`config.mk`:
```
export PLATFORM = sky130hd
export DESIGN_NAME = cu_fsm
export DESIGN_NICKNAME = d
export VERILOG_FILES = /design/src/rtl/cu_fsm.sv
export SDC_FILE = /design/constraint.sdc
export NUM_CORES = 1
export LEC_CHECK = 0
export BUFFER_PORTS_ARGS = -buffer_cell sky130_fd_sc_hd__buf_2
export CAP_MARGIN = 10
export CORE_AREA = 8 8 45 47
export DETAILED_ROUTE_END_ITERATION = 6
export DIE_AREA = 0 0 53 55
export PLACE_DENSITY = 0.57
export SYNTH_ARGS = -nofsm -noshare
export SYNTH_HDL_FRONTEND = slang
export SYNTH_SLANG_ARGS = --single-unit
```
`constraint.sdc`:
```
create_clock -name Clock -period 1.4 [get_ports Clock]
set_clock_uncertainty 0.05 [all_clocks]
set_input_delay 0.21 -clock Clock [delete_from_list [all_inputs] [get_ports Clock]]
set_output_delay 0.21 -clock Clock [all_outputs]
set_load 0.02 [all_outputs]
```
`src/rtl/cu_fsm.sv`:
```
`default_nettype none
//----------------------------------------------------------------------------
// Module   : cu_fsm
// Purpose  : Control unit for the 8-bit accumulator processor. A Moore FSM
//            that runs Fetch -> Decode -> Execute for each instruction and
//            drives every control input of the downstream DP datapath.
// Revision : 1.0 - initial release
//
// Parameters:
//   IN_EDGE  1 = IN completes on a rising edge of Enter,
//            0 = IN completes while Enter is high.
//
// Build option:
//   CU_SINGLE_STEP_EN  when defined, adds the Step input and a STEP state
//                      entered after every Execute state; STEP leaves to
//                      FETCH on a rising edge of Step.
//
// Ports:
//   Clock    in   system clock, rising edge
//   Reset    in   synchronous active-low reset
//   IR[2:0]  in   opcode (instruction bits 7:5)
//   Aeq0     in   A == 0 flag
//   Apos     in   A > 0 flag
//   Enter    in   user confirm for IN
//   Step     in   single-step advance (CU_SINGLE_STEP_EN only)
//   IRload   out  load instruction register
//   JMPmux   out  1 = PC source is IR address field
//   PCload   out  load PC
//   Meminst  out  1 = memory address from IR[4:0], 0 = from PC
//   MemWr    out  memory write enable
//   Aload    out  load accumulator A
//   Sub      out  adder mode, 1 = subtract
//   Asel     out  A source: 00 adder, 01 INPUT, 10 memory
//   Halt     out  processor halted
//   State    out  current state encoding (debug)
//----------------------------------------------------------------------------
module cu_fsm #(
  parameter bit IN_EDGE = 1'b1
) (
  input  logic       Clock,
  input  logic       Reset,
  input  logic [2:0] IR,
  input  logic       Aeq0,
  input  logic       Apos,
  input  logic       Enter,
`ifdef CU_SINGLE_STEP_EN
  input  logic       Step,
`endif
  output logic       IRload,
  output logic       JMPmux,
  output logic       PCload,
  output logic       Meminst,
  output logic       MemWr,
  output logic       Aload,
  output logic       Sub,
  output logic [1:0] Asel,
  output logic       Halt,
  output logic [3:0] State
);

  typedef enum logic [3:0] {
    START  = 4'd0,
    FETCH  = 4'd1,
    DECODE = 4'd2,
    LOAD   = 4'd3,
    STORE  = 4'd4,
    ADD    = 4'd5,
    SUB    = 4'd6,
    IN     = 4'd7,
    JZ     = 4'd8,
    JPOS   = 4'd9,
    HALT   = 4'd10
`ifdef CU_SINGLE_STEP_EN
    ,
    STEP   = 4'd11
`endif
  } state_t;

`ifdef CU_SINGLE_STEP_EN
  localparam state_t EXEC_NEXT = STEP;
`else
  localparam state_t EXEC_NEXT = FETCH;
`endif

  state_t state_q;
  state_t state_d;
  logic   enter_q;   // Enter from the previous cycle, for edge detection
  logic   in_done;

  // Enter is tracked every cycle, so an Enter already high when IN is
  // entered shows no edge and cannot complete the instruction.
  assign in_done = IN_EDGE ? (Enter & ~enter_q) : Enter;

`ifdef CU_SINGLE_STEP_EN
  logic step_q;
  logic step_rise;
  assign step_rise = Step & ~step_q;

  always_ff @(posedge Clock) begin
    if (!Reset) step_q <= 1'b0;
    else        step_q <= Step;
  end
`endif

  always_ff @(posedge Clock) begin
    if (!Reset) begin
      state_q <= START;
      enter_q <= 1'b0;
    end else begin
      state_q <= state_d;
      enter_q <= Enter;
    end
  end

  always_comb begin
    state_d = START;
    IRload  = 1'b0;
    JMPmux  = 1'b0;
    PCload  = 1'b0;
    Meminst = 1'b0;
    MemWr   = 1'b0;
    Aload   = 1'b0;
    Sub     = 1'b0;
    Asel    = 2'b00;
    Halt    = 1'b0;

    case (state_q)
      START: state_d = FETCH;

      FETCH: begin
        IRload  = 1'b1;
        PCload  = 1'b1;
        state_d = DECODE;
      end

      DECODE: begin
        Meminst = 1'b1;
        case (IR)
          3'b000:  state_d = LOAD;
          3'b001:  state_d = STORE;
          3'b010:  state_d = ADD;
          3'b011:  state_d = SUB;
          3'b100:  state_d = IN;
          3'b101:  state_d = JZ;
          3'b110:  state_d = JPOS;
          default: state_d = HALT;
        endcase
      end

      LOAD: begin
        Meminst = 1'b1;
        Asel    = 2'b10;
        Aload   = 1'b1;
        state_d = EXEC_NEXT;
      end

      STORE: begin
        Meminst = 1'b1;
        MemWr   = 1'b1;
        state_d = EXEC_NEXT;
      end

      ADD: begin
        Meminst = 1'b1;
        Aload   = 1'b1;
        state_d = EXEC_NEXT;
      end

      SUB: begin
        Meminst = 1'b1;
        Sub     = 1'b1;
        Aload   = 1'b1;
        state_d = EXEC_NEXT;
      end

      IN: begin
        Asel    = 2'b01;
        Aload   = in_done;
        state_d = in_done ? EXEC_NEXT : IN;
      end

      JZ: begin
        JMPmux  = 1'b1;
        PCload  = Aeq0;
        state_d = EXEC_NEXT;
      end

      JPOS: begin
        JMPmux  = 1'b1;
        PCload  = Apos;
        state_d = EXEC_NEXT;
      end

      HALT: begin
        Halt    = 1'b1;
        state_d = HALT;
      end

`ifdef CU_SINGLE_STEP_EN
      STEP: state_d = step_rise ? FETCH : STEP;
`endif

      // Unused encodings recover to START.
      default: state_d = START;
    endcase
  end

  assign State = state_q;

endmodule
`default_nettype wire

```
Yosys cells after proc, flatten, opt, wreduce, memory -nomap -nowiden
Index checks and enable logic that the tools add are counted.
{"block": "totals", "register_bits": 5, "in_bits": 8, "out_inout_bits": 14, "wordCells": 38}
{"block": "op_classes", "eq_ne": 16, "mux": 12, "bitwise": 2, "reduce_logical": 6}
{"cell": "$pmux 4 s7", "count": 1}
{"cell": "$pmux 4 s5", "count": 1}
{"cell": "$eq 4x3->1 const B", "count": 4}
{"cell": "$eq 4x4->1 const B", "count": 3}
{"cell": "$eq 3x3->1 const B", "count": 3}
{"cell": "$eq 4x2->1 const B", "count": 2}
{"cell": "$reduce_or 7->1", "count": 1}
{"cell": "$eq 3x2->1 const B", "count": 2}
{"cell": "$mux 1", "count": 6}
{"cell": "$reduce_or 5->1", "count": 1}
{"cell": "$eq 4x1->1 const B", "count": 1}
{"cell": "$logic_not 4->1", "count": 1}
{"cell": "$pmux 2 s2", "count": 1}
{"cell": "$eq 3x1->1 const B", "count": 1}
{"cell": "$logic_not 3->1", "count": 1}
{"cell": "$mux 3", "count": 1}
{"cell": "$pmux 1 s3", "count": 1}
{"cell": "$reduce_or 3->1", "count": 1}
{"cell": "$pmux 1 s2", "count": 1}
{"cell": "$reduce_or 2->1", "count": 1}
{"cell": "$and 1x1->1", "count": 1}
{"cell": "$not 1->1", "count": 1}

Longest topological paths before layout
Gate-level depths: netlist of run 1.
{"block": "depth", "ltp_word": 4, "depth_mapped": 5, "depth_no_buf": 4}

Worst setup path after synthesis of run 1
Ideal clock, no wire load.
{"block": "synth_path", "path_kind": "reg-to-output", "from": "reg state_q[2] (netlist: State[2])", "to": "out Aload", "arrival_time_ps": 1385, "required_ps": 1140, "setup_slack_ps": -245, "stages_incl_launch_ff": 4, "path_buffers": 1, "cell_sequence": "dfxtp_1 > buf_4 > a21oi_1 > a2111oi_2"}
{"block": "synth_between", "elab_chain_len": 3, "elab_cells_between_ends": 6, "cone_classes": "4 x eq/ne; 1 x mux; 1 x reduce/logical"}
{"item": "from (decl)", "line_no": "85", "rtl": "state_t state_q;"}
{"item": "from (signal assigned)", "line_no": "110", "rtl": "state_q <= state_d;"}
{"item": "$eq 4x3->1 or $eq 4x2->1 (tied branches)", "line_no": "127", "rtl": "case (state_q)"}
{"item": "$reduce_or 3->1 (no line)"}
{"item": "$pmux 1 s2 (*)", "line_no": "127"}
{"item": "to (decl)", "line_no": "54", "rtl": "output logic Aload,"}
Every way passes the cells marked *; elsewhere a longest branch is shown, timed or not.

Worst setup path in the final report of run 1
{"block": "layout_path", "from": "reg enter_q", "to": "out Aload"}
{"block": "layout_between", "elab_chain_len": 3}
{"item": "from (decl)", "line_no": "87", "rtl": "logic enter_q;"}
{"item": "from (signal assigned)", "line_no": "111", "rtl": "enter_q <= Enter;"}
{"item": "$not 1->1", "line_no": "92", "rtl": "assign in_done = IN_EDGE ? (Enter & ~enter_q) : Enter;"}
{"item": "$and 1x1->1", "line_no": "92"}
{"item": "$pmux 1 s2", "line_no": "127"}
Every way passes these cells.

==> qor.txt, run 1 <==
Status - finished, violations left
Failing checks - negative setup slack
Worst min-delay path startpoint - Enter
Clock tree root driver cell - clkbuf_4
Area after DPL - 602 um^2
Largest net degree at the start of global routing - 12
Ant diodes - 0
Final Critical Period - 1600 ps
Least-Margin Pin Slew - 310 ps
Worst Setup Start Kind - flip-flop
Share of cells above drive strength 1 - 0.769
Hold crit path type - in -> reg
Ys Warns - 0
Initial DRC Count - 11
Drt first pass iters - 4
Worst VDD drop - 0.000588 V
TritonCTS buffer count - 3
Crit path arrival time - 1340 ps
Die width - 53 um
Fmax - 0.626 GHz
Vias/cell - 4.79
FILL cells - 122
Worst hold endpoint - enter_q
Initial antenna violation count - 0
Grt total ovfl - 0
Clock sinks - 5
Post-synthesis sequential area ratio - 0.245
Vias after detailed routing - 512
Post-DP HPWL - 1010 um
Syn nets - 59
Max_cap viols - 0
Setup slack after layout - -196 ps
Synthesized area - 408 um^2
Leakage - 0.382 nW
Clock latency on the worst-skew pair - 240 ps
Mapped Cells - 51
Crit path max fanout - 2
Core ar. - 1380 um^2
RR Startpoint - State[0]
Fin util - 0.617
Starting Density - 0.295
GP Congestion - 0.848
Avg Inst Size Synth - 8.00 um^2
Routed WL - 1500 um
Pre-CTS WS - -47.1 ps
Final hold violation count - 0
Total GRT Usage - 0.0919
Clock Pin Slew Worst Setup and Hold Paths - 40 ps
RSZ-0062 raised after global routing - true
CTS tree - done
Number of remaining DRC errors - 0
Critical Path RT - 1140 ps
Nets@finish - 100
# hold bufs at CTS - 0
CTS Buffer Depth - 2
IO Pins - 22
Die footprint - 2920 um^2
CP Capture Type - primary output
Final instance area - 853 um^2
Setup Viol. Count Final - 5
Final antenna-violating net count - 0
Library cells used by synthesis - 28
First-pass GRT wire length - 2030 um
Fin. max-slew vios - 0
Final period utilization - 1.14
Count of input and output buffers - 21
Die Y - 55 um
Routed WL per cell - 14.0 um
Worst Hold Path Cells - 2
Row count - 14
Crit Path Category - reg -> out
Flop2flop setup slack - 70 ps
Synth Register Bits - 5
Total power - 622 uW
Worst slew margin - 0.791
Hold Slack - 181 ps
Power per cell area - 729 nW/um^2
Synth-to-layout area growth - 109%
Reg2reg path depth - 6
Clock H-tree levels - 1
FF-to-FF End - State[0]
Vias in the first global route - 473
where the power goes:
part	internal [mW]	switching, mW	leakage, nW	total (mW)
Combinational	0.147	0.147	0.323	0.294
Sequential	0.153	0.0151	0.0436	0.168
Clock	0.107	0.0528	0.0150	0.160
Total	0.407	0.215	0.382	0.622
per-layer routing:
metal  up-vias  global-route usage  wire length [um]
met3         0              0.0214                96
met5         -                   0                 0
li1        262                   -                 -
met2        16               0.146               762
met1       234               0.116               638
met4         0              0.0388                 0
synthesized netlist by cell type, drive strengths merged:
| library cell | number | area share |
|---|---|---|
| o221a | 1 | 0.028 |
| xnor2 | 1 | 0.021 |
| nand2 | 2 | 0.018 |
| nor2b | 1 | 0.015 |
| a21oi | 3 | 0.046 |
| nor2 | 7 | 0.077 |
| dfxtp | 5 | 0.25 |
| nor3 | 4 | 0.049 |
| o21ai | 6 | 0.083 |
| and3 | 2 | 0.043 |
| and2 | 2 | 0.031 |
| nand2b | 4 | 0.080 |
| a32oi | 1 | 0.021 |
| a22oi | 1 | 0.018 |
| buf | 4 | 0.086 |
| nor4b | 1 | 0.021 |
| inv | 3 | 0.028 |
| a2111oi | 2 | 0.074 |
| or3 | 1 | 0.015 |
state kept, by name, indices dropped and copies added (netlist names):
| register | count |
|---|---|
| enter_q | 1 |
| State | 4 |
placed cells by master (no fill, tap or decap), drive strengths merged:
| cell | Yosys | final |
|---|---|---|
| o221a | 1 | 1 |
| nand2b | 4 | 4 |
| nor2 | 7 | 7 |
| clkbuf | 0 | 5 |
| buf | 4 | 39 |
| nor4b | 1 | 1 |
| and3 | 2 | 2 |
| inv | 3 | 3 |
| nor2b | 1 | 1 |
| or3 | 1 | 1 |
| nor3 | 4 | 4 |
| a32oi | 1 | 1 |
| a21oi | 3 | 3 |
| o21ai | 6 | 6 |
| xnor2 | 1 | 1 |
| a22oi | 1 | 1 |
| nand2 | 2 | 2 |
| and2 | 2 | 2 |
| dfxtp | 5 | 5 |
| a2111oi | 2 | 2 |
worst max path at each step:
stage,slack (ps),endpoint,cells after the start,start
finish,-200,Aload,4,enter_q
detailed placement,-50,Aload,4,enter_q
global route,-250,Aload,4,enter_q
CTS,-210,Aload,4,enter_q
global placement,-3,Aload,4,enter_q
floorplan,-120,Aload,3,State[2]
per-stage QoR:
stage | std cells | setup TNS [ps]
floorplan | 51 | -184
global placement | 94 | -2.87
detailed placement | 94 | -47.1
CTS | 98 | -740
global route | 107 | -693
finish | 107 | -298
critical path: stages (launching register included):
cell and delay [ps]:
dfxtp_1 290, nand2b_4 130, and3_4 190, a2111oi_4 290, buf_4 200
cells by family after synthesis:
kind of cell              synth area share
and+or+nand+nor                      0.350
AOI/OAI and AO/OA                    0.270
buffers and inverters                0.113
DFF                                  0.245
xor gates and xnor gates            0.0215
layout make-up:
class | count | area [um^2] | share of cell area
well taps | 16 | 20.0 | 0.0235
flip-flops and latches | 5 | 113 | 0.132
clock buffers | 4 | 26.3 | 0.0308
repair buffers | 40 | 324 | 0.380
multi-input cells | 39 | 359 | 0.421
inverters | 3 | 11.3 | 0.0132
repair_timing:
| action | in CTS | in global routing |
|---|---|---|
| buffers inserted | 0 | 8 |
| cloned | 0 | 1 |
| pin swaps | 1 | 5 |
| resized for setup | 10 | 33 |
| setup endpoints to repair | 10 | 10 |
Note: power is estimated with default switching activity, not from simulation.
==> run 2, diff against run 1 <==
- REMOVE_ABC_BUFFERS: default -> 1
==> run 2 against run 1 <==
Clock-buffer cell count did not move. Routed wire length rose by 12%. First-iteration DRC count fell by 55%. Utilization rose by 0.36 points. The flow still finishes with violations (negative setup slack). Sequential cell count did not move. Non-clock buffer count rose by 2. Die area did not move. Design area rose by 0.59%. Sequential share of layout area fell by 0.37 points. Global-route usage rose by 0.60 points. Largest power group unchanged. Total power rose by 4.2%.
==> qor.txt, run 2 (synthesis gave the netlist of run 1 again) <==
Synth-to-layout area growth - 110%
Vias in the first global route - 494
CP Capture Type - primary output
IO Pins - 22
Slowest Stage Delay on Critical Path - 290 ps
Vias/cell - 5.17
Max_cap viols - 0
First-pass GRT wire length - 2150 um
Crit path from - enter_q
Count of input and output buffers - 21
CTS Buffer Depth - 2
Number of remaining DRC errors - 0
Clock sinks - 5
Crit path arrival time - 1330 ps
Initial antenna violation count - 0
Crit path max fanout - 2
Row count - 14
Ant diodes - 0
Setup Viol. Count Final - 6
Failing checks - negative setup slack
Drt first pass iters - 3
Crit Path Category - reg -> out
Hold crit path type - in -> reg
Fin. max-slew vios - 0
Final antenna-violating net count - 0
Inst Count DP - 93
CTS tree - done
Final Critical Period - 1590 ps
Clock latency on the worst-skew pair - 260 ps
Most frequent cells in the layout - buf_4, buf_2, buf_6, nor2_4, nand2b_4
Largest net degree at the start of global routing - 11
Routed WL per cell - 15.4 um
Vias after detailed routing - 563
Least-Margin Pin Slew - 333 ps
Clock H-tree levels - 1
Post-DP HPWL - 926 um
CP Buf/Inv Count - 1
Setup slack after layout - -194 ps
Fin util - 0.620
Routed WL - 1670 um
Worst VDD drop - 0.000592 V
# hold bufs at CTS - 0
Critical Path RT - 1140 ps
Die width - 53 um
RR Startpoint - State[0]
Top delay family on crit path - simple AND/OR/NAND/NOR gates
Share of cells above drive strength 1 - 0.753
Nets@finish - 102
Die Y - 55 um
Clock tree root driver cell - clkbuf_4
Grt total ovfl - 0
Core ar. - 1380 um^2
Worst Setup Start Kind - flip-flop
Power per cell area - 755 nW/um^2
Commonest non-fill, non-tap cell in the layout - buf_4
TritonCTS buffer count - 3
Status - finished, violations left
Clock Pin Slew Worst Setup and Hold Paths - 50 ps
Post-route insts no fill - 109
Initial DRC Count - 5
Final hold violation count - 0
Die footprint - 2920 um^2
Final period utilization - 1.14
Worst slew margin - 0.776
Starting Density - 0.295
Crit path cell chain - nand2b_4, and3_4, a2111oi_4, buf_4
Fmax - 0.627 GHz
Slowest cell on crit path - dfxtp_1
RSZ-0062 raised after global routing - true
Max reg flops - 4
GP Congestion - 0.755
Leakage - 0.375 nW
Total GRT Usage - 0.0979
Worst min-delay path startpoint - Enter
run 2: cell types whose count changed in the layout (fill, tap and decap cells not counted), sizes merged:
cell,before,now
buf,39,42
clkbuf,5,4
run 2: final timing paths:
| path | to | slack, ps | depth (start not counted) |
|---|---|---|---|
| setup reg to reg | State[0] | 40 | 5 |
| setup / recovery | Aload | -190 | 4 |
| hold reg to reg | State[3] | 580 | 2 |
| hold / removal | enter_q | 160 | 2 |
run 2: area by class of cell:
cell class	count	area, um^2
fill	116	526
multi-input combinational	39	364
timing repair buffer	42	327
sequential	5	110
clock buffer	4	26.3
tap	16	20.0
inverter	3	11.3
run 2: stage by stage:
| stage | area [um^2] | TNS (ps) | setup slack [ps] | hold slack, ps | power [mW] |
|---|---|---|---|---|---|
| after detailed placement | 566 | -14.6 | -14.6 | 390 | 0.367 |
| after global placement | 566 | -12.2 | -12.2 | 392 | 0.366 |
| final | 858 | -495 | -194 | 162 | 0.648 |
| after floorplan | 373 | -1050 | -289 | 282 | 0.286 |
| after CTS | 713 | -497 | -170 | 176 | 0.584 |
| after global routing | 858 | -1020 | -226 | 158 | 0.696 |
run 2: timing repair:
item | 4_1_cts | 5_1_grt
gates cloned | 0 | 1
buffers inserted | 5 | 6
hold endpoints to repair | 0 | 0
pin swaps | 3 | 6
setup endpoints to repair | 10 | 12
gates resized for setup | 21 | 25
run 2: worst register-to-register path: stages, from the launching register on:
cell and delay (ps):
dfxtp_2 360, buf_2 170, buf_4 130, nor2b_1 230, a22oi_2 90, o221a_1 220
run 2: report_power, final:
group,total (mW),internal (mW),switching (mW)
clock,0.180,0.109,0.0711
sequential,0.169,0.154,0.0151
combinational,0.299,0.144,0.155
total,0.648,0.407,0.241
run 2: layer usage:
layer | global-route usage | wire [um] | vias up
met5 | 0 | 0 | -
met3 | 0.0348 | 119 | 6
met4 | 0.0388 | 45 | 0
li1 | - | - | 270
met2 | 0.166 | 847 | 24
met1 | 0.110 | 661 | 263
